**src/rtl/jump_unit.sv**
```systemverilog
// Jump unit: decodes JMP/JZ/JNZ/CALL/RET at step strobes and drives a registered jump to the PC.
// Ports: clk, Clear, step, op, target, zero, Caddr in; Jaddr, Jflag, depth, empty, full, fault out.
module jump_unit #(
  parameter int DEPTH = 8
) (
  input  logic       clk,
  input  logic       Clear,
  input  logic       step,
  input  logic [2:0] op,
  input  logic [9:0] target,
  input  logic       zero,
  input  logic [9:0] Caddr,
  output logic [9:0] Jaddr,
  output logic       Jflag,
  output logic [4:0] depth,
  output logic       empty,
  output logic       full,
  output logic       fault
);

  localparam int AW = $clog2(DEPTH);
  localparam int PW = AW + 1;
  localparam logic [PW-1:0] PMAX = PW'(DEPTH);

  localparam logic [2:0] OP_JMP  = 3'b001;
  localparam logic [2:0] OP_JZ   = 3'b010;
  localparam logic [2:0] OP_JNZ  = 3'b011;
  localparam logic [2:0] OP_CALL = 3'b100;
  localparam logic [2:0] OP_RET  = 3'b101;

  typedef enum logic [1:0] {
    S_IDLE,
    S_ISSUE,
    S_FAULT
  } state_t;

  state_t        r_state;
  logic [9:0]    r_jaddr;
  logic          r_jflag;
  logic [PW-1:0] r_ptr;
  logic          r_empty;
  logic          r_full;
  logic          r_fault;
  logic [9:0]    r_stack [DEPTH];

  logic          w_go;
  logic          w_jmp;
  logic          w_jz;
  logic          w_jnz;
  logic          w_call;
  logic          w_ret;
  logic          w_push;
  logic [PW-1:0] w_ptr_inc;
  logic [PW-1:0] w_ptr_dec;
  logic [9:0]    w_top;
  logic [9:0]    w_ret_addr;

  // Steps are only accepted in IDLE; ISSUE and FAULT drop them.
  assign w_go   = step && (r_state == S_IDLE);
  assign w_jmp  = (op == OP_JMP);
  assign w_jz   = (op == OP_JZ);
  assign w_jnz  = (op == OP_JNZ);
  assign w_call = (op == OP_CALL);
  assign w_ret  = (op == OP_RET);

  assign w_push     = w_go && w_call && !r_full && !Clear;
  assign w_ptr_inc  = r_ptr + 1'b1;
  assign w_ptr_dec  = r_ptr - 1'b1;
  assign w_top      = r_stack[w_ptr_dec[AW-1:0]];
  assign w_ret_addr = Caddr + 10'd1;

  // Entry storage carries no reset: an entry is only read after a push wrote it.
  always_ff @(posedge clk) begin
    if (w_push) r_stack[r_ptr[AW-1:0]] <= w_ret_addr;
  end

  always_ff @(posedge clk or posedge Clear) begin
    if (Clear) begin
      r_state <= S_IDLE;
      r_jaddr <= '0;
      r_jflag <= 1'b0;
      r_ptr   <= '0;
      r_empty <= 1'b1;
      r_full  <= 1'b0;
      r_fault <= 1'b0;
    end else begin
      r_jflag <= 1'b0;
      case (r_state)
        S_IDLE: begin
          if (step) begin
            unique case (1'b1)
              w_jmp, (w_jz && zero), (w_jnz && !zero): begin
                r_jaddr <= target;
                r_jflag <= 1'b1;
                r_state <= S_ISSUE;
              end
              w_call: begin
                if (r_full) begin
                  r_fault <= 1'b1;
                  r_state <= S_FAULT;
                end else begin
                  r_jaddr <= target;
                  r_jflag <= 1'b1;
                  r_ptr   <= w_ptr_inc;
                  r_empty <= 1'b0;
                  r_full  <= (w_ptr_inc == PMAX);
                  r_state <= S_ISSUE;
                end
              end
              w_ret: begin
                if (r_empty) begin
                  r_fault <= 1'b1;
                  r_state <= S_FAULT;
                end else begin
                  r_jaddr <= w_top;
                  r_jflag <= 1'b1;
                  r_ptr   <= w_ptr_dec;
                  r_full  <= 1'b0;
                  r_empty <= (w_ptr_dec == '0);
                  r_state <= S_ISSUE;
                end
              end
              default: ;
            endcase
          end
        end
        S_ISSUE: r_state <= S_IDLE;
        S_FAULT: r_state <= S_FAULT;
        default: r_state <= S_IDLE;
      endcase
    end
  end

  assign Jaddr = r_jaddr;
  assign Jflag = r_jflag;
  assign depth = 5'(r_ptr);
  assign empty = r_empty;
  assign full  = r_full;
  assign fault = r_fault;

endmodule

```
**config.mk**
```make
export PLATFORM = sky130hd
export DESIGN_NAME = jump_unit
export DESIGN_NICKNAME = d
export VERILOG_FILES = /design/src/rtl/jump_unit.sv
export SDC_FILE = /design/constraint.sdc
export NUM_CORES = 1
export LEC_CHECK = 0
export ABC_AREA = 1
export BUFFER_PORTS_ARGS = -buffer_cell sky130_fd_sc_hd__buf_2
export CORE_ASPECT_RATIO = 1.2
export CORE_MARGIN = 2
export CORE_UTILIZATION = 40
export DETAILED_ROUTE_END_ITERATION = 10
export GPL_TIMING_DRIVEN = 0
export SLEW_MARGIN = 5
export SYNTH_ARGS = -nofsm -noshare
export SYNTH_HDL_FRONTEND = slang
export SYNTH_SLANG_ARGS = --single-unit
```
**constraint.sdc**
```tcl
create_clock -name clk -period 5.2 [get_ports clk]
set_clock_uncertainty 0.2 [all_clocks]
set_input_delay 0.52 -clock clk [delete_from_list [all_inputs] [get_ports clk]]
set_output_delay 0.52 -clock clk [all_outputs]
set_load 0.05 [all_outputs]
```
# After elaboration in Yosys (flattened, before gate mapping)
# Memory sizes are Yosys's and may differ from the RTL's.
# Index checks and enable logic that the tools add are counted.
[op_classes] addsub=3 eq_ne=13 muxes=27 n_reduce_logical=20
[ops] operator="one-hot mux 10 bit (3 select lines)" count=1
[ops] operator="2-to-1 mux 10 bit" count=2
[ops] operator="AND reduction 5 bit" count=3
[ops] operator="2-to-1 mux 1 bit" count=12
[ops] operator="adder 10 x 1 -> 10 bit (second input constant)" count=1
[ops] operator="!= test 2 bit (second input constant)" count=5
[ops] operator="2-to-1 mux 4 bit" count=2
[ops] operator="one-hot mux 4 bit (2 select lines)" count=1
[ops] operator="AND reduction 4 bit" count=2
[ops] operator="equality test 3 x 2 -> 1 bit (second input constant)" count=2
[ops] operator="equality test 3 bit (second input constant)" count=2
[ops] operator="logical AND 1 bit" count=6
[ops] operator="2-to-1 mux 2 bit" count=3
[ops] operator="one-hot mux 1 bit (2 select lines)" count=3
[ops] operator="one-hot mux 2 bit (3 select lines)" count=1
[ops] operator="adder 4 x 1 -> 4 bit (second input constant)" count=1
[ops] operator="equality test 4 bit (second input constant)" count=1
[ops] operator="logical NOT 4 bit" count=1
[ops] operator="!= test 4 x 3 -> 1 bit (second input constant)" count=1
[ops] operator="one-hot mux 2 bit (2 select lines)" count=1
[ops] operator="subtractor 4 x 1 -> 4 bit (second input constant)" count=1
[ops] operator="equality test 3 x 1 -> 1 bit (second input constant)" count=1
[ops] operator="logical NOT 1 bit" count=3
[ops] operator="one-hot mux 1 bit (3 select lines)" count=1
[ops] operator="other kinds (6)" count=6
[totals] regBits=20 ram_bits=80 output_inout_bits=19 wordCells=71 mem_count=1
[memory_table] memory="r_stack" words=8 word_bits=10 read_ports=1 rd_clocked_by_memory_dff=0 write_ports=1 line="44" rtl="logic [9:0] r_stack [DEPTH];"

# Logic depth before layout (Yosys ltp)
# Gate-level depths: netlist of the first run.
[depth] depth_word=7 depth_mapped=13

# Worst setup path after synthesis of the first run
# OpenSTA, ideal clock, no wires.
[synth_timing] path_kind="register -> register" start="register r_ptr[0]" end="memory r_stack[7][0] (enable)" arrival_time_ns=2.137 t_required_ns=4.596 slack_ns=2.460 path_stages_with_launch=4 n_path_buf=1 period_less_slack_ns=2.740 cell_sequence="dfrtp_1 -> buf_2 -> nand3_1 -> nor4_1"
[synth_rtl] item="start: declaration" line="40" rtl="logic [PW-1:0] r_ptr;"
[synth_rtl] item="start signal: assignment" line="104" rtl="r_ptr <= w_ptr_inc;"
[synth_rtl] item="start signal: assignment" line="117" rtl="r_ptr <= w_ptr_dec;"
[synth_rtl] item="end: declaration" line="44"
# Straight into the memory's write port.

# Final worst setup path of the first run
[layout_timing] start="register r_ptr[0]" end="register r_jaddr[6] (netlist: Jaddr[6])"
[layout_between] elab_chain_len=4
[layout_lines] item="subtractor 4 x 1 -> 4 bit" line="68" rtl="assign w_ptr_dec = r_ptr - 1'b1;"
[layout_lines] item="memory read (8 x 10 bit)"
[layout_lines] item="2-to-1 mux 10 bit" line="111" rtl="if (r_empty) begin"
[layout_lines] item="one-hot mux 10 bit (3 select lines)" line="91" rtl="unique case (1'b1)"
[layout_lines] item="end signal: assignment" line="93" rtl="r_jaddr <= target;"
[layout_lines] item="end signal: assignment" line="102" rtl="r_jaddr <= target;"
[layout_lines] item="end signal: assignment" line="115" rtl="r_jaddr <= w_top;"
[layout_lines] item="end: declaration" line="38" rtl="logic [9:0] r_jaddr;"
# Every way passes these cells. The select of a mux whose other input is x is not followed.
# A chain may end at the register's enable or synchronous reset.

==> flow_metrics.tcl, run 1 <==
set metrics [dict create \
    syn_avg_cell_area_um2 9.26 \
    slew_headroom_pct 33.4 \
    ys_warn_count 0 \
    crit_required_ns 5.23 \
    clk_pin_slew_ns 0.06 \
    ant_nets 0 \
    synth_nets 537 \
    die_area_um2 12600 \
    busiest_layer "met2" \
    grt_max_degree 21 \
    grt_pass1_wl_mm 16.9 \
    grtUsageMet3_pct 2.11 \
    firstDrtPassIters 5 \
    synth.largest_area_cell "edfxtp_1" \
    leakagePower_nw 2.54 \
    cts_resized 0 \
    gp_congestion 0.851 \
    path_class "reg2reg" \
    use_met2_pct 30.8 \
    drt_wl_total_mm 10.8 \
    synth_edf_count 80 \
    syn_inst 506 \
    synth_flop_cell "edfxtp_1" \
    antenna_found_initial 0 \
    drt_iter0_drc 255 \
    synthToLayoutAreaGrowth_pct 16.9 \
    cts-hold-fix-buffers 0 \
    fmax_ghz 0.349 \
    io_pins 46 \
    first_global_vias 3299 \
    start_util_pct 40.7 \
    diodes 0 \
    placementRows 43 \
    cts_sinks 100 \
    io_buffers 44 \
    cts_max_path_buffers 2 \
    fin_nets 598 \
    synth_area_um2 4690 \
    clock_latency_ns 0.34 \
    setup_viol 0 \
    htree_levels 3 \
    hold_violations 0 \
    grt-ovfl-total 0 \
    cp.arrival_ns 2.90 \
    die_h_um 123 \
    drt_drc_violations_left 0 \
    core_um2 11500 \
    die_w_um 103 \
    viasPerCell 4.82 \
    postCtsSetupRepairBufs 0 \
    wl_per_cell_um 14.9 \
    drv_slew 0 \
    cts_tree "done" \
    cp-start-kind "flop" \
    power.density_nw_per_um2 283 \
    cp-end-kind "flop" \
    synth.distinct_cells 26 \
    tightest_slew_ns 0.996 \
    cts_buffers 9 \
    min_path_type "in2async" \
    total_power_mw 1.55 \
    final.period_utilization_pct 55.1 \
    synth_seq_cells 100 \
    async_flop_share_pct 20.0 \
    drive_above_1_share_pct 15.9 \
    grt.total_usage_pct 18.4 \
    status "complete, no violations" \
    yosysSeqAreaShare_pct 62.0 \
    crit_fanout 10 \
    synth_area_leaders "edfxtp_1 (51%), nand2_1 (15%), dfrtp_1 (10%)" \
    hpwl_mm 7.54 \
    rsz0062_at_grt "false" \
    fin_hold_ws_ns 0.135 \
    maxCapViolCount 0 \
    grt_use_met1_pct 23.2 \
    fin_setup_tns_ns 0 \
    synth_top_area_share_pct 51.3 \
    vdd_ir_drop_max_v 0.000128 \
    vias 3512 \
    post-route-min-period_ns 2.87 \
    root_buffer "clkbuf_16" \
]
## metrics by stage
stage / instances / cell area [µm²] / setup slack, ns / util (%)
after floorplan: 506 / 4690 / 2.46 / -
after global placement: 707 / 5100 / 1.40 / 44.3
after detailed placement: 713 / 5200 / 2.40 / 45.1
after CTS: 729 / 5480 / 2.36 / 47.6
after global routing: 729 / 5480 / 2.21 / 47.6
final: 729 / 5480 / 2.33 / 47.6
## per-layer routing
layer | share of wire (%) | wire length (µm)
met5 | 0 | 0
met4 | 3.2 | 348
met3 | 6.2 | 669
met2 | 49 | 5290
met1 | 42 | 4530
## critical path, stage by stage (launching register included)
cell,delay [ns]
dfrtp_1,0.41
buf_2,0.20
inv_2,0.14
buf_2,0.26
ha_1,0.32
inv_1,0.11
clkbuf_1,0.57
nand3_1,0.15
nand3_1,0.12
nand3_1,0.13
nand2_1,0.09
nand2_1,0.05
## synthesized netlist by cell type (all sizes together), types with 5 or more instances
cell,number
clkbuf,6
edfxtp,80
buf,12
nand2,182
dfrtp,19
nor2,18
inv,84
xor2,5
o21ai,5
nand3,67
nor3,7
xnor2,5
## power breakdown
group | switching, mW | total, mW | internal, mW
combinational | 0.0391 | 0.0564 | 0.0173
clock | 0.277 | 0.627 | 0.349
sequential | 0.000115 | 0.869 | 0.869
## path summary, 6_finish.rpt
path | from | depth (start not counted) | endpoint | slack (ns)
max in group asynchronous | Clear | 2 | Jaddr[2] | 4.20
setup / recovery | r_ptr[0] | 11 | Jaddr[6] | 2.33
hold reg to reg | r_state[0] | 1 | r_state[1] | 0.21
hold / removal | Clear | 2 | r_ptr[2] | 0.13
min in group clk | r_state[0] | 1 | r_state[1] | 0.21
setup reg to reg | r_ptr[0] | 11 | Jaddr[6] | 2.33
## layout make-up
type	instances	area (µm²)
Fill cell	1096	6040
Sequential cell	100	2900
Multi-Input combinational cell	304	1400
Inverter	84	315
Timing Repair Buffer	50	284
Clock buffer	12	256
Tap cell	157	196
Buffer	18	93.8
Clock inverter	4	23.8
## placed cells by master (no fill, tap or decap), types with 2 or more instances in the layout
| master | count |
|---|---|
| nand2_1 | 182 |
| inv_1 | 83 |
| edfxtp_1 | 80 |
| nand3_1 | 66 |
| buf_2 | 53 |
| dfrtp_1 | 19 |
| nor2_1 | 14 |
| clkbuf_16 | 9 |
| clkbuf_1 | 7 |
| buf_6 | 6 |
| xor2_1 | 5 |
| xnor2_1 | 5 |
| nor3_2 | 5 |
| o21ai_0 | 4 |
| nand4_1 | 4 |
| ha_1 | 4 |
| a21oi_1 | 3 |
| nor2_2 | 3 |
| buf_4 | 3 |
| clkinv_2 | 3 |
| nor3_1 | 2 |
| o21bai_1 | 2 |
| clkbuf_8 | 2 |
## kinds of logic (layout without fill, tap and decap cells)
kind of cell | count (synthesis) | count (layout) | share of synthesized area [%]
and+or+nand+nor | 279 | 279 | 25.0
buffers and inverters | 102 | 168 | 8.73
DFF | 100 | 100 | 62.0
AOI/OAI and AO/OA | 10 | 10 | 1.25
xor gates and xnor gates | 10 | 10 | 1.87
adders and majority gates | 4 | 4 | 1.07
other | 1 | 1 | 0.0800
## registers in the layout (all words and copies together), names as in the netlist
register,flops
Jflag,1
empty,1
Jaddr,10
r_ptr,4
full,1
fault,1
r_stack,80
r_state,2
(Power assumes the default switching activity.)
==> inputs of run 2 (changes only) <==
==> constraint.sdc (replaced) <==
create_clock -name clk -period 2.9 [get_ports clk]
set_clock_uncertainty 0.2 [all_clocks]
set_input_delay 0.29 -clock clk [delete_from_list [all_inputs] [get_ports clk]]
set_output_delay 0.29 -clock clk [all_outputs]
set_load 0.05 [all_outputs]
==> run 2 against run 1 <==
Against the previous run:
- maximum frequency grew 3.8%
- flip-flop and latch count unchanged
- combinational power increased by 83%
- sequential share of layout area is 0.11 points lower
- setup slack got worse by 2.2 ns
- critical path depth rose by 1
- first-iteration DRC count rose by 9.0%
- sequential power rose by 80%
- routed wire length fell by 0.18%
- die area unchanged
- critical path type unchanged
==> flow_metrics.tcl, run 2 (synthesis results as in run 1) <==
set metrics [dict create \
    antenna_found_initial 0 \
    drt_drc_violations_left 0 \
    total_power_mw 2.78 \
    clock_power_share_pct 40.2 \
    drt_iter0_drc 278 \
    crit_path_start "r_ptr[0]" \
    place_area_um2 5200 \
    grt_pass1_wl_mm 16.9 \
    final_cell_mix "nand2_1 (182), inv_1 (83), edfxtp_1 (80), nand3_1 (66), buf_2 (53)" \
    slew_headroom_pct 32.6 \
    die_area_um2 12600 \
    grt-ovfl-total 0 \
    place_ws_ns 0.108 \
    largest_reg_flops 80 \
    crit_fanout 10 \
    grt_max_degree 21 \
    die_w_um 103 \
    fin_area_um2 5490 \
    vdd_ir_drop_max_v 0.000231 \
    r2r-end "Jaddr[6]" \
    r2r_cells 12 \
    firstDrtPassIters 6 \
    path_class "reg2reg" \
    vias 3498 \
    post-route-min-period_ns 2.76 \
    root_buffer "clkbuf_16" \
    core_um2 11500 \
    swShare_pct 20.3 \
    p_switching_uw 563 \
    drv_slew 0 \
    grt.total_usage_pct 18.4 \
    wl_per_cell_um 14.8 \
    viasPerCell 4.79 \
    synthToLayoutAreaGrowth_pct 17.1 \
    final.period_utilization_pct 95.2 \
    r2r-start "r_ptr[0]" \
    gp_congestion 0.851 \
    placementRows 43 \
    io_pins 46 \
    postCtsSetupRepairBufs 0 \
    cts_buffers 9 \
    maxCapViolCount 0 \
    diodes 0 \
    power.internal_mw 2.22 \
    min_path_type "in2reg" \
    cts_sinks 100 \
    clock_latency_ns 0.34 \
    status "complete, no violations" \
    comb_power_share_pct 3.7 \
    setup_viol 0 \
    io_buffers 44 \
    crit_end "Jaddr[6]" \
    fin_setup_tns_ns 0 \
    start_util_pct 40.7 \
    hold_violations 0 \
    fmax_ghz 0.362 \
    crit_required_ns 2.98 \
    cp-end-kind "flop" \
    cp-start-kind "flop" \
    cts_tree "done" \
    ff2ff_setup_slack_ns 0.14 \
    power.density_nw_per_um2 506 \
    die_h_um 123 \
    clk_pin_slew_ns 0.07 \
    layout_setup_ws_ns 0.138 \
    cp.arrival_ns 2.84 \
    final_common_cell "nand2_1" \
    hpwl_mm 7.54 \
    htree_levels 3 \
    tightest_slew_ns 1.01 \
    leakagePower_nw 2.55 \
    fin_hold_ws_ns 0.0686 \
    cts_max_path_buffers 2 \
    first_global_vias 3304 \
    drt_wl_total_mm 10.8 \
    pwr-share-seq_pct 56.1 \
    ant_nets 0 \
    fin_nets 599 \
    drive_above_1_share_pct 16.1 \
]
==> run 2: cell types whose count changed in the layout (fill, tap and decap cells not counted), sizes merged <==
cell         previous run  this run
dlygate4sd3             0         1
==> run 2: worst min-delay path by stage <==
stage                           from    endpoint  slack (ns)  cells after the start
final                      target[3]    Jaddr[3]        0.07                      5
after global routing       target[5]    Jaddr[5]        0.10                      5
after CTS                  target[9]    Jaddr[9]        0.06                      5
after detailed placement  r_state[0]  r_state[1]        0.21                      1
after global placement    r_state[0]  r_state[1]        0.21                      1
after floorplan                Clear    Jaddr[0]        0.05                      1
==> run 2: per-layer routing <==
layer  part of all wire [%]  routed length (µm)  global-route usage, %
met1                     42                4510                   23.2
met2                     49                5310                   30.8
met3                    6.0                 650                   2.11
met4                    3.2                 341                   10.0
met5                      0                   0                      0
==> run 2: what timing repair did <==
item                                    CTS  global route
endpoints found under the hold margin    19             0
endpoints found under the setup margin    0             9
resized for setup                         0             2
hold buffers                              1             0
==> run 2: critical path, stage by stage, from the launching register on <==
cell	delay (ns)
dfrtp_1	0.41
buf_2	0.20
inv_2	0.14
buf_2	0.26
ha_1	0.32
inv_1	0.11
clkbuf_1	0.48
nand3_1	0.14
nand2_1	0.09
nand2_1	0.05
nand3_1	0.16
nand2_1	0.07
nand2_1	0.06
==> run 2: layout make-up <==
class	count	area, µm²
inverter	84	315
tap	157	196
clock inverter	4	23.8
sequential	100	2900
fill	1097	6020
clock buffer	12	256
timing repair buffer	51	294
buffer	18	95.1
multi-input combinational	304	1400
==> run 2: power groups by stage <==
stage	logic (mW)	clock network, mW	registers, mW
floorplan	0.0518	0	1.59
global placement	0.0987	0	1.59
detailed placement	0.102	0	1.59
CTS	0.103	1.14	1.56
global route	0.115	1.19	1.56
finish	0.103	1.12	1.56
==> run 2: through the flow <==
step	utilization [%]	cells
floorplan	-	506
finish	47.7	730
global route	47.7	730
detailed placement	45.1	713
CTS	47.7	730
global placement	44.3	707
==> inputs of run 3 (changes only) <==
--- a/config.mk
+++ b/config.mk
@@ -5,11 +5,12 @@
 export SDC_FILE = /design/constraint.sdc
 export NUM_CORES = 1
 export LEC_CHECK = 0
-export ABC_AREA = 1
+export ABC_AREA = 0
 export BUFFER_PORTS_ARGS = -buffer_cell sky130_fd_sc_hd__buf_2
 export CORE_ASPECT_RATIO = 1.2
 export CORE_MARGIN = 2
 export CORE_UTILIZATION = 40
+export CTS_BUF_LIST = sky130_fd_sc_hd__clkbuf_4 sky130_fd_sc_hd__clkbuf_8
 export DETAILED_ROUTE_END_ITERATION = 10
 export GPL_TIMING_DRIVEN = 0
 export SLEW_MARGIN = 5
==> run 3 against run 2 <==
Against the previous run:
- setup slack better by 0.080 ns
- die area fell by 4.4%
- sequential power is 15% higher
- combinational power rose to 24 times the previous value
- flip-flop and latch count did not move
- non-clock buffer count fell by 8
- worst hold slack worse by 0.019 ns
- routed wire length shrank 16%
- critical endpoint is now r_stack[7][9]
- largest cell class unchanged
- highest routed layer unchanged
==> flow_metrics.tcl, run 3 <==
set metrics [dict create \
    drv_slew 0 \
    drt_drc_violations_left 0 \
    synth_edf_count 80 \
    viasPerCell 5.30 \
    fmax_ghz 0.373 \
    htree_levels 3 \
    fin_hold_ws_ns 0.0499 \
    yosys.cell_count.top_type "edfxtp_1" \
    diodes 0 \
    clock_latency_ns 0.37 \
    die_w_um 101 \
    root_buffer "clkbuf_8" \
    cts_tree "done" \
    rsz0062_at_grt "false" \
    cp_cell_sequence "nor3b_2, nand2_1, or4b_4, nor2_2" \
    antenna_found_initial 0 \
    grt-ovfl-total 0 \
    die_area_um2 12100 \
    cts_buffers 9 \
    cp-end-kind "flop" \
    tightest_slew_ns 0.871 \
    swShare_pct 37.7 \
    core_um2 11000 \
    setup_viol 0 \
    maxCapViolCount 0 \
    crit_required_ns 2.70 \
    synth_top_area_share_pct 53.7 \
    synthToLayoutAreaGrowth_pct 14.4 \
    synth_flop_cell "edfxtp_1" \
    drive_above_1_share_pct 32.2 \
    postCtsSetupRepairBufs 0 \
    grt_max_degree 20 \
    cp_top_family "simple AND/OR/NAND/NOR gates" \
    synth_nets 307 \
    io_pins 46 \
    final_common_cell "edfxtp_1" \
    largest_reg_flops 80 \
    final_cell_mix "edfxtp_1 (80), buf_2 (46), mux2i_1 (41), dfrtp_1 (19), a21oi_1 (13)" \
    grt_pass1_wl_mm 14.1 \
    cp-start-kind "flop" \
    vdd_ir_drop_max_v 0.000474 \
    path_class "reg2reg" \
    slowest_stage "nor2_2" \
    pwr-share-seq_pct 35.3 \
    async_flop_share_pct 20.0 \
    clk_pin_slew_ns 0.10 \
    drt_iter0_drc 106 \
    comb_power_share_pct 47.8 \
    syn_avg_cell_area_um2 16.2 \
    clock_power_share_pct 16.9 \
    crit_fanout 10 \
    placementRows 42 \
    synth_area_um2 4470 \
    synth_area_leaders "edfxtp_1 (54%), dfrtp_1 (11%), mux2i_1 (9.2%)" \
    fin_nets 364 \
    final.period_utilization_pct 92.5 \
    synth.largest_area_cell "edfxtp_1" \
    cts_max_path_buffers 2 \
    grt.total_usage_pct 16.0 \
    slowest_delay_ns 0.61 \
    post-route-min-period_ns 2.68 \
    hpwl_mm 5.97 \
    wl_per_cell_um 19.3 \
    start_util_pct 40.7 \
    slew_headroom_pct 41.7 \
    io_buffers 43 \
    ant_nets 0 \
    power.internal_mw 3.17 \
    synth.distinct_cells 40 \
    status "complete, no violations" \
    synth_seq_cells 100 \
    drt_wl_total_mm 9.06 \
    syn_inst 276 \
    firstDrtPassIters 4 \
    min_path_type "in2reg" \
    p_switching_mw 1.92 \
    yosysSeqAreaShare_pct 64.9 \
    path_buf_inv 0 \
    die_h_um 120 \
    fin_setup_tns_ns 0 \
    total_power_mw 5.08 \
    cts_sinks 100 \
    power.density_nw_per_um2 993 \
    leakagePower_nw 1.96 \
    cp.arrival_ns 2.49 \
    synth_common_cells "edfxtp_1 (80), mux2i_1 (41), dfrtp_1 (19), nor2_1 (18), a21oi_1 (13)" \
    gp_congestion 0.752 \
    ys_warn_count 0 \
    hold_violations 0 \
    first_global_vias 2522 \
    vias 2490 \
]
[run 3: logic make-up (layout without fill, tap and decap cells)]
| family | after synthesis | in the layout | synth area share [%] |
|---|---|---|---|
| AOI/OAI and AO/OA | 21 | 21 | 2.94 |
| xor gates and xnor gates | 15 | 15 | 2.94 |
| adders and majority gates | 4 | 4 | 1.12 |
| buffers and inverters | 20 | 82 | 4.05 |
| DFF | 100 | 100 | 64.9 |
| muxes | 61 | 61 | 17.4 |
| other | 1 | 1 | 0.0838 |
| and+or+nand+nor | 54 | 54 | 6.57 |
[run 3: power by group through the flow]
stage	sequential, mW	combinational [mW]	clock, mW
2_1_floorplan	2.18	1.55	0
3_3_place_gp	1.80	2.43	0
3_5_place_dp	1.81	2.45	0
4_1_cts	1.78	2.46	0.884
5_1_grt	1.81	2.58	0.933
6_report	1.79	2.43	0.861
[run 3: what timing repair did]
| item | 4_1_cts | 5_1_grt |
|---|---|---|
| setup endpoints to repair | 40 | 66 |
| hold buffers | 3 | 0 |
| resized for setup | 0 | 8 |
| endpoints found under the hold margin | 20 | 0 |
[run 3: path summary, 6_finish.rpt]
| check | cells after the start | endpoint | slack, ns | startpoint |
|---|---|---|---|---|
| max | 4 | r_stack[7][9] | 0.22 | r_state[0] |
| min | 2 | empty | 0.05 | op[0] |
| max reg2reg | 4 | r_stack[7][9] | 0.22 | r_state[0] |
| min reg2reg | 1 | r_state[1] | 0.26 | r_state[0] |
| max in group asynchronous | 4 | r_ptr[1] | 0.85 | Clear |
| min in group asynchronous | 3 | empty | 0.36 | Clear |
[run 3: cell type report]
cell class / count / area, µm²
fill: 988 / 5860
sequential: 100 / 2900
buffer: 14 / 159
timing repair buffer: 47 / 256
tap: 132 / 165
clock inverter: 4 / 30.0
multi-input combinational: 156 / 1420
inverter: 5 / 18.8
clock buffer: 12 / 165
[run 3: metal layers]
| metal | global-route usage, % | wire length, µm |
|---|---|---|
| met2 | 26.7 | 4500 |
| met1 | 20.4 | 3910 |
| met5 | 0 | 0 |
| met3 | 2.10 | 389 |
| met4 | 8.30 | 259 |
[run 3: stage by stage]
step,util [%],worst slack [ns],cells,cell area (µm²)
detailed placement,44.4,-0.148,452,4880
floorplan,-,0.0657,276,4480
global placement,44.2,-0.476,451,4860
finish,46.6,0.218,470,5120
global route,46.6,0.0109,470,5120
CTS,46.4,-0.158,471,5100
